File: config.mk
export PLATFORM = sky130hd
export DESIGN_NAME = rpc2_ctrl_trans_arbiter_flat
export DESIGN_NICKNAME = d
export VERILOG_FILES = /design/src/rtl/rpc2_ctrl_trans_arbiter_if.sv /design/src/rtl/rpc2_ctrl_trans_arbiter.sv /design/src/flat_wrapper.sv
export SDC_FILE = /design/constraint.sdc
export NUM_CORES = 1
export LEC_CHECK = 0
export ABC_CLOCK_PERIOD_IN_PS = 3200
export BUFFER_PORTS_ARGS = -buffer_cell sky130_fd_sc_hd__buf_4
export CAP_MARGIN = 40
export CORE_ASPECT_RATIO = 2
export CORE_UTILIZATION = 55
export DETAILED_ROUTE_END_ITERATION = 16
export GPL_ROUTABILITY_DRIVEN = 0
export PLACE_DENSITY = 0.75
export SLEW_MARGIN = 20
export SYNTH_ARGS = -nofsm -noshare
export SYNTH_HDL_FRONTEND = slang
export SYNTH_SLANG_ARGS = --single-unit
File: constraint.sdc
create_clock -name AXIm_ACLK -period 3.2 [get_ports AXIm_ACLK]
set_input_delay 0.48 -clock AXIm_ACLK [delete_from_list [all_inputs] [get_ports AXIm_ACLK]]
set_output_delay 0.48 -clock AXIm_ACLK [all_outputs]
set_load 0.01 [all_outputs]
File: src/rtl/rpc2_ctrl_trans_arbiter_if.sv
// Purpose: bundles the read/write request, grant and status signals of the transaction arbiter.
// Latency: none, this is wiring only.
// Backpressure: requests are levels held until their grant; the engine signals completion with trans_done.
interface rpc2_ctrl_trans_arbiter_if;
  logic [1:0] reg_rd_trans_alloc;
  logic [1:0] reg_wr_trans_alloc;
  logic       rd_req;
  logic       wr_req;
  logic       trans_done;
  logic       rd_gnt;
  logic       wr_gnt;
  logic       arb_busy;
  logic       arb_sel_wr;
  logic       tmo_err;

  // Requester/engine side: drives requests, weights and completion, observes grants.
  modport master (
    output reg_rd_trans_alloc, reg_wr_trans_alloc, rd_req, wr_req, trans_done,
    input  rd_gnt, wr_gnt, arb_busy, arb_sel_wr, tmo_err
  );

  // Arbiter side.
  modport slave (
    input  reg_rd_trans_alloc, reg_wr_trans_alloc, rd_req, wr_req, trans_done,
    output rd_gnt, wr_gnt, arb_busy, arb_sel_wr, tmo_err
  );
endinterface

File: src/rtl/rpc2_ctrl_trans_arbiter.sv
// Purpose: weighted read/write arbiter that shares one transaction engine, one transaction at a time.
// Latency: the grant pulse is registered, one cycle after an IDLE decision; IDLE one cycle after trans_done.
// Backpressure: requests wait while a transaction is outstanding; an optional watchdog aborts a hung one.
module rpc2_ctrl_trans_arbiter #(
  parameter int unsigned TMO_CYCLES = 1024,
  parameter int unsigned TMO_WIDTH  = 16
) (
  input  logic                     AXIm_ACLK,
  input  logic                     AXIm_ARESET,
  rpc2_ctrl_trans_arbiter_if.slave bus
);

  typedef enum logic {IDLE, BUSY} state_t;

  // Last watchdog count before an abort; unused when the watchdog is off.
  localparam logic [TMO_WIDTH-1:0] TMO_LAST =
    TMO_WIDTH'((TMO_CYCLES == 0) ? 0 : (TMO_CYCLES - 1));

  state_t               state, state_nxt;
  logic                 phase, phase_nxt;          // side owning the current turn, 1 = write
  logic [2:0]           rd_cred, rd_cred_nxt;      // grants left in the read turn
  logic [2:0]           wr_cred, wr_cred_nxt;      // grants left in the write turn
  logic [TMO_WIDTH-1:0] tmo_cnt, tmo_cnt_nxt;
  logic                 rd_gnt_q, rd_gnt_nxt;
  logic                 wr_gnt_q, wr_gnt_nxt;
  logic                 sel_wr_q, sel_wr_nxt;
  logic                 tmo_err_q, tmo_err_nxt;

  logic                 req_p, req_o;
  logic [2:0]           cred_p;
  logic                 gnt_any, gnt_wr, reload;
  logic                 tmo_expire;

  // Requests and credit seen from the point of view of the side owning the turn.
  assign req_p  = phase ? bus.wr_req : bus.rd_req;
  assign req_o  = phase ? bus.rd_req : bus.wr_req;
  assign cred_p = phase ? wr_cred : rd_cred;

  assign tmo_expire = (TMO_CYCLES != 0) && (tmo_cnt == TMO_LAST);

  // Grant decision in IDLE, completion/watchdog handling in BUSY.
  always_comb begin
    state_nxt   = state;
    phase_nxt   = phase;
    rd_cred_nxt = rd_cred;
    wr_cred_nxt = wr_cred;
    tmo_cnt_nxt = tmo_cnt;
    rd_gnt_nxt  = 1'b0;
    wr_gnt_nxt  = 1'b0;
    sel_wr_nxt  = sel_wr_q;
    tmo_err_nxt = 1'b0;
    gnt_any     = 1'b0;
    gnt_wr      = 1'b0;
    reload      = 1'b0;

    unique case (state)
      IDLE: begin
        if (req_p && (cred_p != 3'd0)) begin
          // Continue the current turn.
          gnt_any = 1'b1;
          gnt_wr  = phase;
        end else if (req_o) begin
          // Turn passes to the other side with a fresh weight.
          gnt_any   = 1'b1;
          gnt_wr    = ~phase;
          reload    = 1'b1;
          phase_nxt = ~phase;
        end else if (req_p) begin
          // Uncontended: the current side starts a new turn of its own.
          gnt_any = 1'b1;
          gnt_wr  = phase;
          reload  = 1'b1;
        end

        if (gnt_any) begin
          // Reload leaves alloc grants, because this grant is one of the alloc+1.
          if (gnt_wr) begin
            wr_cred_nxt = reload ? {1'b0, bus.reg_wr_trans_alloc} : (wr_cred - 3'd1);
          end else begin
            rd_cred_nxt = reload ? {1'b0, bus.reg_rd_trans_alloc} : (rd_cred - 3'd1);
          end
          state_nxt   = BUSY;
          tmo_cnt_nxt = '0;
          rd_gnt_nxt  = ~gnt_wr;
          wr_gnt_nxt  = gnt_wr;
          sel_wr_nxt  = gnt_wr;
        end
      end

      BUSY: begin
        if (bus.trans_done) begin
          // Completion beats a simultaneous watchdog expiry.
          state_nxt = IDLE;
        end else if (tmo_expire) begin
          state_nxt   = IDLE;
          tmo_err_nxt = 1'b1;
        end else if (TMO_CYCLES != 0) begin
          tmo_cnt_nxt = tmo_cnt + TMO_WIDTH'(1);
        end
      end

      default: state_nxt = IDLE;
    endcase
  end

  // State, credits and registered outputs; reset drops any ownership silently.
  always_ff @(posedge AXIm_ACLK or posedge AXIm_ARESET) begin
    if (AXIm_ARESET) begin
      state     <= IDLE;
      phase     <= 1'b1;
      rd_cred   <= 3'd0;
      wr_cred   <= 3'd0;
      tmo_cnt   <= '0;
      rd_gnt_q  <= 1'b0;
      wr_gnt_q  <= 1'b0;
      sel_wr_q  <= 1'b0;
      tmo_err_q <= 1'b0;
    end else begin
      state     <= state_nxt;
      phase     <= phase_nxt;
      rd_cred   <= rd_cred_nxt;
      wr_cred   <= wr_cred_nxt;
      tmo_cnt   <= tmo_cnt_nxt;
      rd_gnt_q  <= rd_gnt_nxt;
      wr_gnt_q  <= wr_gnt_nxt;
      sel_wr_q  <= sel_wr_nxt;
      tmo_err_q <= tmo_err_nxt;
    end
  end

  assign bus.rd_gnt     = rd_gnt_q;
  assign bus.wr_gnt     = wr_gnt_q;
  assign bus.arb_busy   = (state == BUSY);
  assign bus.arb_sel_wr = sel_wr_q;
  assign bus.tmo_err    = tmo_err_q;

endmodule

File: src/flat_wrapper.sv
// flat-port wrapper written by rule: the top's interface ports become plain ports
module rpc2_ctrl_trans_arbiter_flat 
#(
  parameter int unsigned TMO_CYCLES = 1024,
  parameter int unsigned TMO_WIDTH  = 16
)
  (AXIm_ACLK, AXIm_ARESET, bus_reg_rd_trans_alloc, bus_reg_wr_trans_alloc, bus_rd_req, bus_wr_req, bus_trans_done, bus_rd_gnt, bus_wr_gnt, bus_arb_busy, bus_arb_sel_wr, bus_tmo_err);
  rpc2_ctrl_trans_arbiter_if bus_i ();
  input  logic AXIm_ACLK;
  input  logic AXIm_ARESET;
  input wire logic [$bits(bus_i.reg_rd_trans_alloc)-1:0] bus_reg_rd_trans_alloc;
  input wire logic [$bits(bus_i.reg_wr_trans_alloc)-1:0] bus_reg_wr_trans_alloc;
  input wire logic [$bits(bus_i.rd_req)-1:0] bus_rd_req;
  input wire logic [$bits(bus_i.wr_req)-1:0] bus_wr_req;
  input wire logic [$bits(bus_i.trans_done)-1:0] bus_trans_done;
  output wire logic [$bits(bus_i.rd_gnt)-1:0] bus_rd_gnt;
  output wire logic [$bits(bus_i.wr_gnt)-1:0] bus_wr_gnt;
  output wire logic [$bits(bus_i.arb_busy)-1:0] bus_arb_busy;
  output wire logic [$bits(bus_i.arb_sel_wr)-1:0] bus_arb_sel_wr;
  output wire logic [$bits(bus_i.tmo_err)-1:0] bus_tmo_err;
  assign bus_i.reg_rd_trans_alloc = bus_reg_rd_trans_alloc;
  assign bus_i.reg_wr_trans_alloc = bus_reg_wr_trans_alloc;
  assign bus_i.rd_req = bus_rd_req;
  assign bus_i.wr_req = bus_wr_req;
  assign bus_i.trans_done = bus_trans_done;
  assign bus_rd_gnt = bus_i.rd_gnt;
  assign bus_wr_gnt = bus_i.wr_gnt;
  assign bus_arb_busy = bus_i.arb_busy;
  assign bus_arb_sel_wr = bus_i.arb_sel_wr;
  assign bus_tmo_err = bus_i.tmo_err;
  rpc2_ctrl_trans_arbiter #(.TMO_CYCLES(TMO_CYCLES), .TMO_WIDTH(TMO_WIDTH)) u_core (.AXIm_ACLK(AXIm_ACLK), .AXIm_ARESET(AXIm_ARESET), .bus(bus_i));
endmodule
==> key figures, run 1 <==
Status
  – Run status: complete, no violations

Pwr
  – Share of power burned in combinational logic: 0.315
  – Sequential share of power: 0.492
  – Leakage power total: 0.7494 nW
  – Relative contribution of the clock network to total power: 0.193
  – Design Power: 0.9976 mW
  – Power Density: 610.5 nW/um^2
  – Switching share of total power: 0.3435
  – Highest ir drop seen on vdd: ~0.00048 V
  – Total net switching power: 0.3426 mW
  – Cell Int Power: between 0.6 and 0.7 mW

Clock network
  – Clock slew seen by the registers of the worst setup and hold paths: approximately 90 ps
  – Root buf cell: clkbuf_8
  – Clock latency reported for the late side of the worst-skew pair: approximately 270 ps
  – Num Clock Sinks: 28
  – Longest Clk Path Bufs: 2
  – Number of levels in the clock H-tree: 1
  – Quantity of gates resized following cts: 0
  – Number of buffers added to fix hold violations after cts: 0
  – Post-CTS Setup Inserts: 0
  – Clock tree from TritonCTS: done
  – TritonCTS buffer count: 3

Yosys
  – Part of the Yosys area used for sequential elements: 0.4836
  – Synth Warn #: 0
  – Ys flop type: dfrtp_1
  – Post-synthesis average cell area: 9.549 um^2
  – Count of state elements after synthesis: 28
  – Share of synthesized flip-flops with an asynchronous set or reset: 1.000
  – Cell area after synthesis: 1451 um^2
  – Share of the synthesized area in the top cell type: 0.4655
  – Instance count of the mapped netlist: 152
  – Synth unique cells: 40
  – Cell taking the most area after synthesis: dfrtp_1
  – Total nets after synthesis: 164
  – Area contributors post-synth: dfrtp_1 47%, nor2_1 5.4%, nand2_1 4.1%, mux2i_1 3.4%, ha_1 2.6%
  – Count of flip-flops with a built-in enable after synthesis: 0

Floorplanning
  – Number of standard-cell rows in the floorplan: 26
  – Area enclosed by the die boundary: 2861 um^2
  – Starting density of the core: 0.5720
  – Floorplan die height: 74.65 um
  – Total core area: 2537 um^2
  – Num ports: 14
  – Die extent in x: about 38 um

STA
  – Timing-limited maximum frequency: just over 0.5 GHz
  – Final number of hold-violating endpoints: 0
  – Number of failing setup endpoints in the final timing report: 0
  – RSZ-0062 raised after global routing: false
  – Maximum clock skew at final layout: roughly 2.3 ps
  – Summed negative setup slack over all endpoints: 0 ps
  – Actual transition at the worst max-transition pin: 699.2 ps
  – Worst-case setup margin in the final layout: 1271 ps
  – Pins Over Slew Limit: 0
  – Post-Route Hold Slack: around 270 ps
  – Post-route clock period utilization: 0.6028
  – Max-Slew Margin vs Limit: 0.5321
  – Final period demand of the worst path: 1929 ps

Final layout
  – Non-filler cells, final: roughly 200
  – Synth-to-layout area growth: 12.59%
  – Utilization after layout: 0.6440
  – Design area: 1634 um^2
  – Net count, final: 180
  – Count of antenna diodes in the layout: 0
  – Most frequent cells in the layout: 27 x dfrtp_1, 21 x nor2_1, 16 x nand2_1
  – Commonest non-fill, non-tap cell in the layout: dfrtp_1
  – Fraction of layout instances using a drive strength above 1: 0.1677

Setup path
  – Category of the critical setup timing path: reg2reg
  – Crit path max fanout: 3
  – Required time of the critical path: 3330 ps
  – Nature of the critical path startpoint: register
  – Sort of element at the end of the critical path: register
  – CP arrival: 2060 ps

Global routing
  – Maximum number of pins on one net before global-route repair: 16
  – First-pass GRT wire length: 4.857 mm
  – Global-route total usage across every layer: 0.2369
  – Number of antenna violations at the first check in global routing: 0
  – Total congestion overflow after global routing: 0
  – Via count of the first global-routing pass: between 1000 and 1500

Drt
  – Average wire length per cell after detail routing: about 15 um
  – Routed via count: 1113
  – Count of TritonRoute iterations in the first routing pass: 4
  – DRC violations left: 0
  – Final ANT Viol Nets: 0
  – Detailed Route Iter0 Violations: 32
  – Final Routed Wirelength: 2.840 mm
  – Via/cell ratio: about 5.7

Place
  – DP Area: 1589 um^2
  – IO buf count: 13
  – Cells after DPL: approximately 190
  – HPWL Detailed: 2.198 mm
  – Pre-CTS setup slack: roughly 1300 ps

Hold path
  – Hold Path Class: in2async

Flow run
  – Max-cap violations: 0
[sequential cells by signal, summed over array words and instances, names as in the netlist]
signal	flops
u_core.tmo_cnt	16
u_core.bus.arb_busy	1
u_core.bus.rd_gnt	1
u_core.rd_cred	3
u_core.wr_cred	3
u_core.bus.wr_gnt	1
u_core.phase	1
u_core.bus.arb_sel_wr	1
u_core.bus.tmo_err	1
[cells in the mapped netlist (all sizes together) (3+ instances only)]
master   n
xnor2    3
inv      8
ha       3
xor2     4
o211ai   4
nand2b   3
dfrtp   27
nand2   16
nand3    7
or3      3
nand4    5
o21ai    6
mux2i    5
nor3     3
a21oi    7
nor4     3
nor2    21
[worst paths after layout]
| kind | end | depth (start not counted) | start | slack, ps |
|---|---|---|---|---|
| worst max register to register | u_core.tmo_cnt[6]$_DFFE_PP0P_ | 5 | u_core.tmo_cnt[14]$_DFFE_PP0P_ | 1270 |
| worst min register to register | u_core.bus.arb_sel_wr$_DFFE_PP0P_ | 2 | u_core.bus.arb_sel_wr$_DFFE_PP0P_ | 500 |
| worst max-delay path | u_core.tmo_cnt[6]$_DFFE_PP0P_ | 5 | u_core.tmo_cnt[14]$_DFFE_PP0P_ | 1270 |
| worst min-delay path | u_core.bus.rd_gnt$_DFF_PP0_ | 2 | AXIm_ARESET | 270 |
| max in group asynchronous | u_core.tmo_cnt[6]$_DFFE_PP0P_ | 3 | AXIm_ARESET | 2430 |
| min in group AXIm_ACLK | u_core.wr_cred[0]$_DFFE_PP0P_ | 3 | bus_reg_wr_trans_alloc[0] | 450 |
[layout make-up]
class / instances / area, um^2
fillers: 207 / 903.4
clock buffers: 4 / 45.04
multi-input cells: 112 / 701.9
flip-flops and latches: 28 / 701.9
well taps: 28 / 35.03
inverters: 8 / 30.03
repair buffers: 15 / 120.1
[worst max-delay path, cell delays in order (launching register included)]
cell      delay [ps]
dfrtp_1          420
or4_4            550
or4_4            450
o211ai_2         160
xor2_1           160
nor2_1            50
[routing by layer]
layer	GRT usage	up-vias	share of wire	wire length [um]
met5	0	-	0	0
met4	0.06349	0	0.0067	19
met3	0.02655	2	0.0095	27
met2	0.4520	8	0.58	1656
met1	0.2609	540	0.40	1137
li1	-	563	-	-
[power by group through the flow]
stage | Clock (mW) | Combinational (mW) | Sequential, mW
floorplan | 0 | 0.224 | 0.488
global placement | 0 | 0.297 | 0.493
detailed placement | 0 | 0.318 | 0.497
CTS | 0.196 | 0.319 | 0.490
global route | 0.211 | 0.359 | 0.503
finish | 0.193 | 0.314 | 0.491
[logic make-up after synthesis]
| family | Yosys count | synth area share |
|---|---|---|
| xor gates and xnor gates | 7 | 0.04224 |
| and+or+nand+nor | 71 | 0.2517 |
| buffers and inverters | 12 | 0.03276 |
| AOI/OAI and AO/OA | 26 | 0.1293 |
| adders and majority gates | 3 | 0.02586 |
| muxes | 5 | 0.03448 |
| DFF | 28 | 0.4836 |
Note: power is estimated with default switching activity, not from simulation.
==> inputs of run 2 (changes only) <==
--- a/config.mk
+++ b/config.mk
@@ -5,7 +5,7 @@
 export SDC_FILE = /design/constraint.sdc
 export NUM_CORES = 1
 export LEC_CHECK = 0
-export ABC_CLOCK_PERIOD_IN_PS = 3200
+export ABC_CLOCK_PERIOD_IN_PS = 2000
 export BUFFER_PORTS_ARGS = -buffer_cell sky130_fd_sc_hd__buf_4
 export CAP_MARGIN = 40
 export CORE_ASPECT_RATIO = 2
==> constraint.sdc (replaced) <==
create_clock -name AXIm_ACLK -period 2 [get_ports AXIm_ACLK]
set_input_delay 0.3 -clock AXIm_ACLK [delete_from_list [all_inputs] [get_ports AXIm_ACLK]]
set_output_delay 0.3 -clock AXIm_ACLK [all_outputs]
set_load 0.01 [all_outputs]
==> run 2 against run 1 <==
  * Global-route usage fell by 0.19 points
  * Via count grew 4.0%
  * Sequential share of layout area shrank 0.62 points
  * Clock-buffer cell count stayed put
  * Clock power is 82% higher
  * Routed wire length up 2.8%
  * First-iteration DRC count decreased by 13%
  * Critical path depth stayed put
  * Maximum frequency is 0.44% higher
  * Final area up 1.5%
  * Cell count is 1.0% higher
  * Largest cell class is now multi-input gates
  * Highest routed layer unchanged
==> key figures, run 2 (synthesis gave the netlist of run 1 again) <==
Drt
  – Average wire length per cell after detail routing: 14.82 um (+1.8%)
  – Via/cell ratio: 5.878 (+3.0%)
  – Detailed Route Iter0 Violations: 28 (-13%)
  – Final Routed Wirelength: 2.920 mm (+2.8%)
  – Final ANT Viol Nets: 0 (unchanged)
  – Top Layer Used: met4
  – Length of routed met2 wiring: 1.637 mm (-1.1%)
  – Detail Route met3 WL: 65 um (+140%)
  – DRC violations left: 0 (unchanged)
  – Met1 Wirelength: 1.119 mm (-1.6%)
  – Count of TritonRoute iterations in the first routing pass: 4 (unchanged)
  – Routed via count: 1158 (+4.0%)

Clock network
  – Number of levels in the clock H-tree: 1 (unchanged)
  – Root buf cell: clkbuf_8
  – Number of buffers added to fix hold violations after cts: 0 (unchanged)
  – Longest Clk Path Bufs: 2 (unchanged)
  – Clock latency reported for the late side of the worst-skew pair: 280 ps (about the same)
  – Num Clock Sinks: 28 (unchanged)
  – Clock slew seen by the registers of the worst setup and hold paths: 100 ps (about the same)
  – Clock tree from TritonCTS: done
  – TritonCTS buffer count: 3 (unchanged)

Final layout
  – Fraction of layout instances using a drive strength above 1: 0.1893 (+0.02168)
  – Register with the most flip-flops: u_core.tmo_cnt
  – Most frequent cells in the layout: 27 x dfrtp_1, 21 x nor2_1, 17 x buf_4
  – Area used by multi-input combinational logic: 708.2 um^2 (+0.89%)
  – Register cell area after layout: 701.9 um^2 (unchanged)
  – Net count, final: 182 (+1.1%)
  – Count of antenna diodes in the layout: 0 (unchanged)
  – Number of flip-flops under the largest register name: 16 (unchanged)
  – Filler cells: 212 (+2.4%)
  – Biggest regs: u_core.tmo_cnt (16), u_core.rd_cred (3), u_core.wr_cred (3)
  – Commonest non-fill, non-tap cell in the layout: dfrtp_1
  – Synth-to-layout area growth: 14.22%

STA
  – Max-Slew Margin vs Limit: 0.7381 (+0.2060)
  – Summed negative setup slack over all endpoints: 0 ps (unchanged)
  – Timing-limited maximum frequency: 0.5206 GHz (+0.44%)
  – Pins Over Slew Limit: 0 (unchanged)
  – Maximum clock skew at final layout: 10.53 ps (+8.263 ps)
  – Number of failing setup endpoints in the final timing report: 0 (unchanged)
  – Final number of hold-violating endpoints: 0 (unchanged)
  – RSZ-0062 raised after global routing: false
  – Actual transition at the worst max-transition pin: 392.8 ps (-306.5 ps)
  – Worst-case setup margin in the final layout: 79.31 ps (-1192 ps)
  – Final period demand of the worst path: 1921 ps (-8.413 ps)
  – Post-route clock period utilization: 0.9603 (+0.3575)

Pwr
  – Power Density: 993.5 nW/um^2 (+63%)
  – Total net switching power: 0.5576 mW (+63%)
  – Switching share of total power: 0.3386 (-0.004895)
  – Share of power burned in combinational logic: 0.310 (-0.005)
  – Highest ir drop seen on vdd: 0.0006908 V (+43%)
  – Leakage power total: 0.7631 nW (+1.8%)
  – Cell Int Power: 1.089 mW (+66%)
  – Sequential share of power: 0.476 (-0.016)
  – Relative contribution of the clock network to total power: 0.214 (+0.021)

Place
  – HPWL Detailed: 2.153 mm (-2.1%)
  – Pre-CTS setup slack: 101.7 ps (-1157 ps)
  – IO buf count: 13 (unchanged)

Global routing
  – Number of antenna violations at the first check in global routing: 0 (unchanged)
  – Total congestion overflow after global routing: 0 (unchanged)
  – Maximum number of pins on one net before global-route repair: 29 (+13)
  – Global-route total usage across every layer: 0.2350 (-0.001894)
  – Via count of the first global-routing pass: 1181 (+3.4%)
  – First-pass GRT wire length: 4.788 mm (-1.4%)

Setup path
  – Destination of the critical timing path: u_core.tmo_cnt[10]$_DFFE_PP0P_
  – Sort of element at the end of the critical path: register
  – Category of the critical setup timing path: reg2reg
  – CP startpoint: u_core.tmo_cnt[14]$_DFFE_PP0P_
  – Reg2reg path depth: 5 (unchanged)
  – Reg-to-reg startpoint: u_core.tmo_cnt[14]$_DFFE_PP0P_
  – R2R Setup Slk: 80 ps (-1190 ps)
  – CP arrival: 2090 ps (+30 ps)
  – Required time of the critical path: 2170 ps (-1160 ps)
  – Reg-to-reg critical path endpoint: u_core.tmo_cnt[10]$_DFFE_PP0P_
  – Nature of the critical path startpoint: register
  – Crit path max fanout: 3 (unchanged)

Flow run
  – Max-cap violations: 0 (unchanged)

Floorplanning
  – Starting density of the core: 0.5720 (unchanged)
  – Number of standard-cell rows in the floorplan: 26 (unchanged)
  – Num ports: 14 (unchanged)
  – Area enclosed by the die boundary: 2861 um^2 (unchanged)
  – Floorplan die height: 74.65 um (unchanged)
  – Total core area: 2537 um^2 (unchanged)
  – Die extent in x: 38.33 um (unchanged)

Status
  – Run status: complete, no violations

Hold path
  – Hold Path Class: in2async
==> run 2: worst min path at each step <==
stage,from,to,cells after the start
6_report,AXIm_ARESET,u_core.tmo_cnt[13]$_DFFE_PP0P_,3
5_1_grt,AXIm_ARESET,u_core.bus.rd_gnt$_DFF_PP0_,3
4_1_cts,AXIm_ARESET,u_core.rd_cred[2]$_DFFE_PP0P_,3
3_5_place_dp,AXIm_ARESET,u_core.rd_cred[2]$_DFFE_PP0P_,3
3_3_place_gp,AXIm_ARESET,u_core.bus.rd_gnt$_DFF_PP0_,3
2_1_floorplan,AXIm_ARESET,u_core.bus.arb_busy$_DFF_PP0_,1
==> run 2: cell type report <==
cell class / count / area share
Sequential cell: 28 / 0.4234
Tap cell: 28 / 0.02113
Multi-Input combinational cell: 112 / 0.4272
Clock buffer: 4 / 0.03321
Inverter: 8 / 0.01811
Timing Repair Buffer: 17 / 0.07698
==> run 2: per-layer routing <==
metal | vias to the layer above | track usage
met1 | 555 | 0.2466
li1 | 570 | -
met4 | 0 | 0.1310
met2 | 25 | 0.4331
met5 | - | 0
met3 | 8 | 0.01770
==> run 2: timing repair <==
action | CTS | global route
gates resized for setup | 0 | 1
setup buffers | 0 | 0
endpoints found under the setup margin | 0 | 1
==> run 2: power groups by stage <==
stage | clock network, mW | logic (mW) | registers (mW)
after floorplan | 0 | 0.359 | 0.781
after global placement | 0 | 0.492 | 0.791
after detailed placement | 0 | 0.513 | 0.796
after CTS | 0.359 | 0.517 | 0.784
after global routing | 0.380 | 0.577 | 0.802
final | 0.352 | 0.510 | 0.785
==> run 2: worst max-delay path, cell delays in order, from the launching register on <==
cell     delay, ps
dfrtp_1        430
or4_4          550
or4_4          460
nand3_2        110
nor2_1          50
o221a_1        220
==> run 2: per-stage QoR <==
step / hold slack, ps / power (mW) / instances / cell area, um^2 / utilization
floorplan: 364.7 / 1.140 / 152 / 1451 / -
global route: 122.5 / 1.759 / 197 / 1658 / 0.6534
CTS: 100.6 / 1.660 / 197 / 1652 / 0.6509
detailed placement: 406.3 / 1.308 / 193 / 1597 / 0.6292
finish: 82.70 / 1.647 / 197 / 1658 / 0.6534
global placement: 387.9 / 1.282 / 193 / 1597 / 0.6292
==> inputs of run 3 (changes only) <==
--- a/config.mk
+++ b/config.mk
@@ -13,6 +13,7 @@
 export DETAILED_ROUTE_END_ITERATION = 16
 export GPL_ROUTABILITY_DRIVEN = 0
 export PLACE_DENSITY = 0.75
+export REMOVE_ABC_BUFFERS = 1
 export SLEW_MARGIN = 20
 export SYNTH_ARGS = -nofsm -noshare
 export SYNTH_HDL_FRONTEND = slang
==> run 3 against run 2 <==
  * Setup slack improved by 10 ps
  * Power increased by 0.45%
  * Largest cell class is now sequential cells
  * Critical path type unchanged
  * Register-to-register slack barely moved
==> key figures, run 3 (synthesis gave the netlist of run 1 again) <==
Status
  – Run status: complete, no violations

Global routing
  – Number of antenna violations at the first check in global routing: 0 (unchanged)
  – Global routing usage on met1: 0.2500 (+0.003425)
  – Met3 usage in global routing: 0.01770 (unchanged)
  – First-pass GRT wire length: 4.657 mm (-2.7%)
  – Layer carrying the most global-route usage: met2
  – Grt met2 use: 0.4200 (-0.01318)
  – Via count of the first global-routing pass: 1113 (-5.8%)
  – Total congestion overflow after global routing: 0 (unchanged)
  – Maximum number of pins on one net before global-route repair: 21 (-28%)
  – Global-route total usage across every layer: 0.2277 (-0.007327)

Floorplanning
  – Num ports: 14 (unchanged)
  – Number of standard-cell rows in the floorplan: 26 (unchanged)
  – Starting density of the core: 0.5720 (unchanged)
  – Die extent in x: 38.33 um (unchanged)
  – Area enclosed by the die boundary: 2861 um^2 (unchanged)
  – Total core area: 2537 um^2 (unchanged)
  – Floorplan die height: 74.65 um (unchanged)

Drt
  – Routed via count: 1152 (-0.52%)
  – Via/cell ratio: 5.789 (-1.5%)
  – Final Routed Wirelength: 2.824 mm (-3.3%)
  – Final ANT Viol Nets: 0 (unchanged)
  – DRC violations left: 0 (unchanged)
  – Average wire length per cell after detail routing: 14.19 um (-4.3%)
  – Detailed Route Iter0 Violations: 63 (+130%)
  – Count of TritonRoute iterations in the first routing pass: 4 (unchanged)

Setup path
  – Nature of the critical path startpoint: register
  – CP startpoint: u_core.tmo_cnt[14]$_DFFE_PP0P_
  – Destination of the critical timing path: u_core.tmo_cnt[10]$_DFFE_PP0P_
  – CP arrival: 2080 ps (about the same)
  – Reg-to-reg critical path endpoint: u_core.tmo_cnt[10]$_DFFE_PP0P_
  – Category of the critical setup timing path: reg2reg
  – R2R Setup Slk: 90 ps (about the same)
  – Crit path max fanout: 3 (unchanged)
  – Required time of the critical path: 2170 ps (about the same)
  – Reg2reg path depth: 5 (unchanged)
  – Reg-to-reg startpoint: u_core.tmo_cnt[14]$_DFFE_PP0P_
  – Sort of element at the end of the critical path: register

Final layout
  – Design area: 1669 um^2 (+0.68%)
  – Commonest non-fill, non-tap cell in the layout: dfrtp_1
  – Register cell area after layout: 701.9 um^2 (unchanged)
  – Fraction of layout instances using a drive strength above 1: 0.1871 (-0.002215)
  – Most frequent cells in the layout: 27 x dfrtp_1, 21 x nor2_1, 18 x buf_4
  – Register with the most flip-flops: u_core.tmo_cnt
  – Filler cells: 211 (-0.47%)
  – Count of antenna diodes in the layout: 0 (unchanged)
  – Area used by multi-input combinational logic: 701.9 um^2 (-0.88%)
  – Net count, final: 184 (+1.1%)
  – Number of flip-flops under the largest register name: 16 (unchanged)
  – Biggest regs: u_core.tmo_cnt (16), u_core.rd_cred (3), u_core.wr_cred (3)
  – Synth-to-layout area growth: 15.00%
  – Utilization after layout: 0.6578 (+0.004438)

STA
  – Pins Over Slew Limit: 0 (unchanged)
  – Final number of hold-violating endpoints: 0 (unchanged)
  – Actual transition at the worst max-transition pin: 399.4 ps (+6.612 ps)
  – Number of failing setup endpoints in the final timing report: 0 (unchanged)
  – Summed negative setup slack over all endpoints: 0 ps (unchanged)
  – Post-route clock period utilization: 0.9553 (-0.005083)
  – Max-Slew Margin vs Limit: 0.7337 (-0.004407)
  – Final period demand of the worst path: 1911 ps (-10.17 ps)
  – Post-Route Hold Slack: 272.2 ps (+189.5 ps)
  – RSZ-0062 raised after global routing: false
  – Timing-limited maximum frequency: 0.5234 GHz (+0.53%)
  – Maximum clock skew at final layout: 3.695 ps (-6.834 ps)

Pwr
  – Leakage power total: 0.7725 nW (+1.2%)
  – Highest ir drop seen on vdd: 0.0008674 V (+26%)
  – Power Density: 991.2 nW/um^2 (-0.23%)

Hold path
  – Worst min-delay path startpoint: bus_reg_rd_trans_alloc[0]
  – Hold Path Class: in2reg

Clock network
  – Clock slew seen by the registers of the worst setup and hold paths: 90 ps (about the same)
  – Root buf cell: clkbuf_8
  – Clock tree from TritonCTS: done
  – Clock latency reported for the late side of the worst-skew pair: 270 ps (about the same)
  – TritonCTS buffer count: 3 (unchanged)
  – Num Clock Sinks: 28 (unchanged)
  – Number of levels in the clock H-tree: 1 (unchanged)
  – Longest Clk Path Bufs: 2 (unchanged)
  – Quantity of gates resized following cts: 0 (unchanged)

Place
  – HPWL Detailed: 2.140 mm (-0.60%)
  – IO buf count: 13 (unchanged)
  – DP Area: 1604 um^2 (+0.47%)

Flow run
  – Max-cap violations: 0 (unchanged)
==> run 3: worst min-delay path by stage <==
stage | end | slack [ps] | cells past startpoint
floorplan | u_core.bus.arb_busy$_DFF_PP0_ | 360 | 1
finish | u_core.rd_cred[0]$_DFFE_PP0P_ | 270 | 3
CTS | u_core.rd_cred[0]$_DFFE_PP0P_ | 270 | 3
detailed placement | u_core.bus.arb_sel_wr$_DFFE_PP0P_ | 290 | 2
global placement | u_core.bus.arb_sel_wr$_DFFE_PP0P_ | 280 | 2
global route | u_core.wr_cred[0]$_DFFE_PP0P_ | 270 | 3
==> run 3: area by class of cell <==
class	count	area share
Tap cell	28	0.02099
Timing Repair Buffer	19	0.08696
Inverter	8	0.01799
Sequential cell	28	0.4205
Multi-Input combinational cell	112	0.4205
Clock buffer	4	0.03298
==> run 3: timing repair <==
item	in CTS	in global routing
hold buffers	1	0
hold endpoints to repair	7	0
buffers inserted	0	0
==> run 3: worst max-delay path, stage by stage (launching register included) <==
cell     delay, ps
dfrtp_1        410
or4_4          550
or4_4          460
nand3_2        110
nor2_1          50
o221a_1        220
==> run 3: power by group <==
part / switching [mW] / total (mW) / internal [mW]
Clock: 0.171 / 0.347 / 0.176
Sequential: 0.104 / 0.785 / 0.682
Combinational: 0.282 / 0.522 / 0.239
==> run 3: routing by layer <==
| layer | share of wire | wire (um) |
|---|---|---|
| met3 | 0.016 | 45 |
| met2 | 0.58 | 1648 |
| met5 | 0 | 0 |
| met4 | 0.0060 | 17 |
| met1 | 0.39 | 1113 |
==> run 3: metrics by stage <==
step / total power, mW / cells / setup WS (ps)
2_1_floorplan: 1.125 / 148 / -106.1
3_3_place_gp: 1.289 / 194 / 147.9
3_5_place_dp: 1.317 / 194 / 117.5
4_1_cts: 1.665 / 199 / 100.4
5_1_grt: 1.766 / 199 / 21.85
6_report: 1.654 / 199 / 89.48
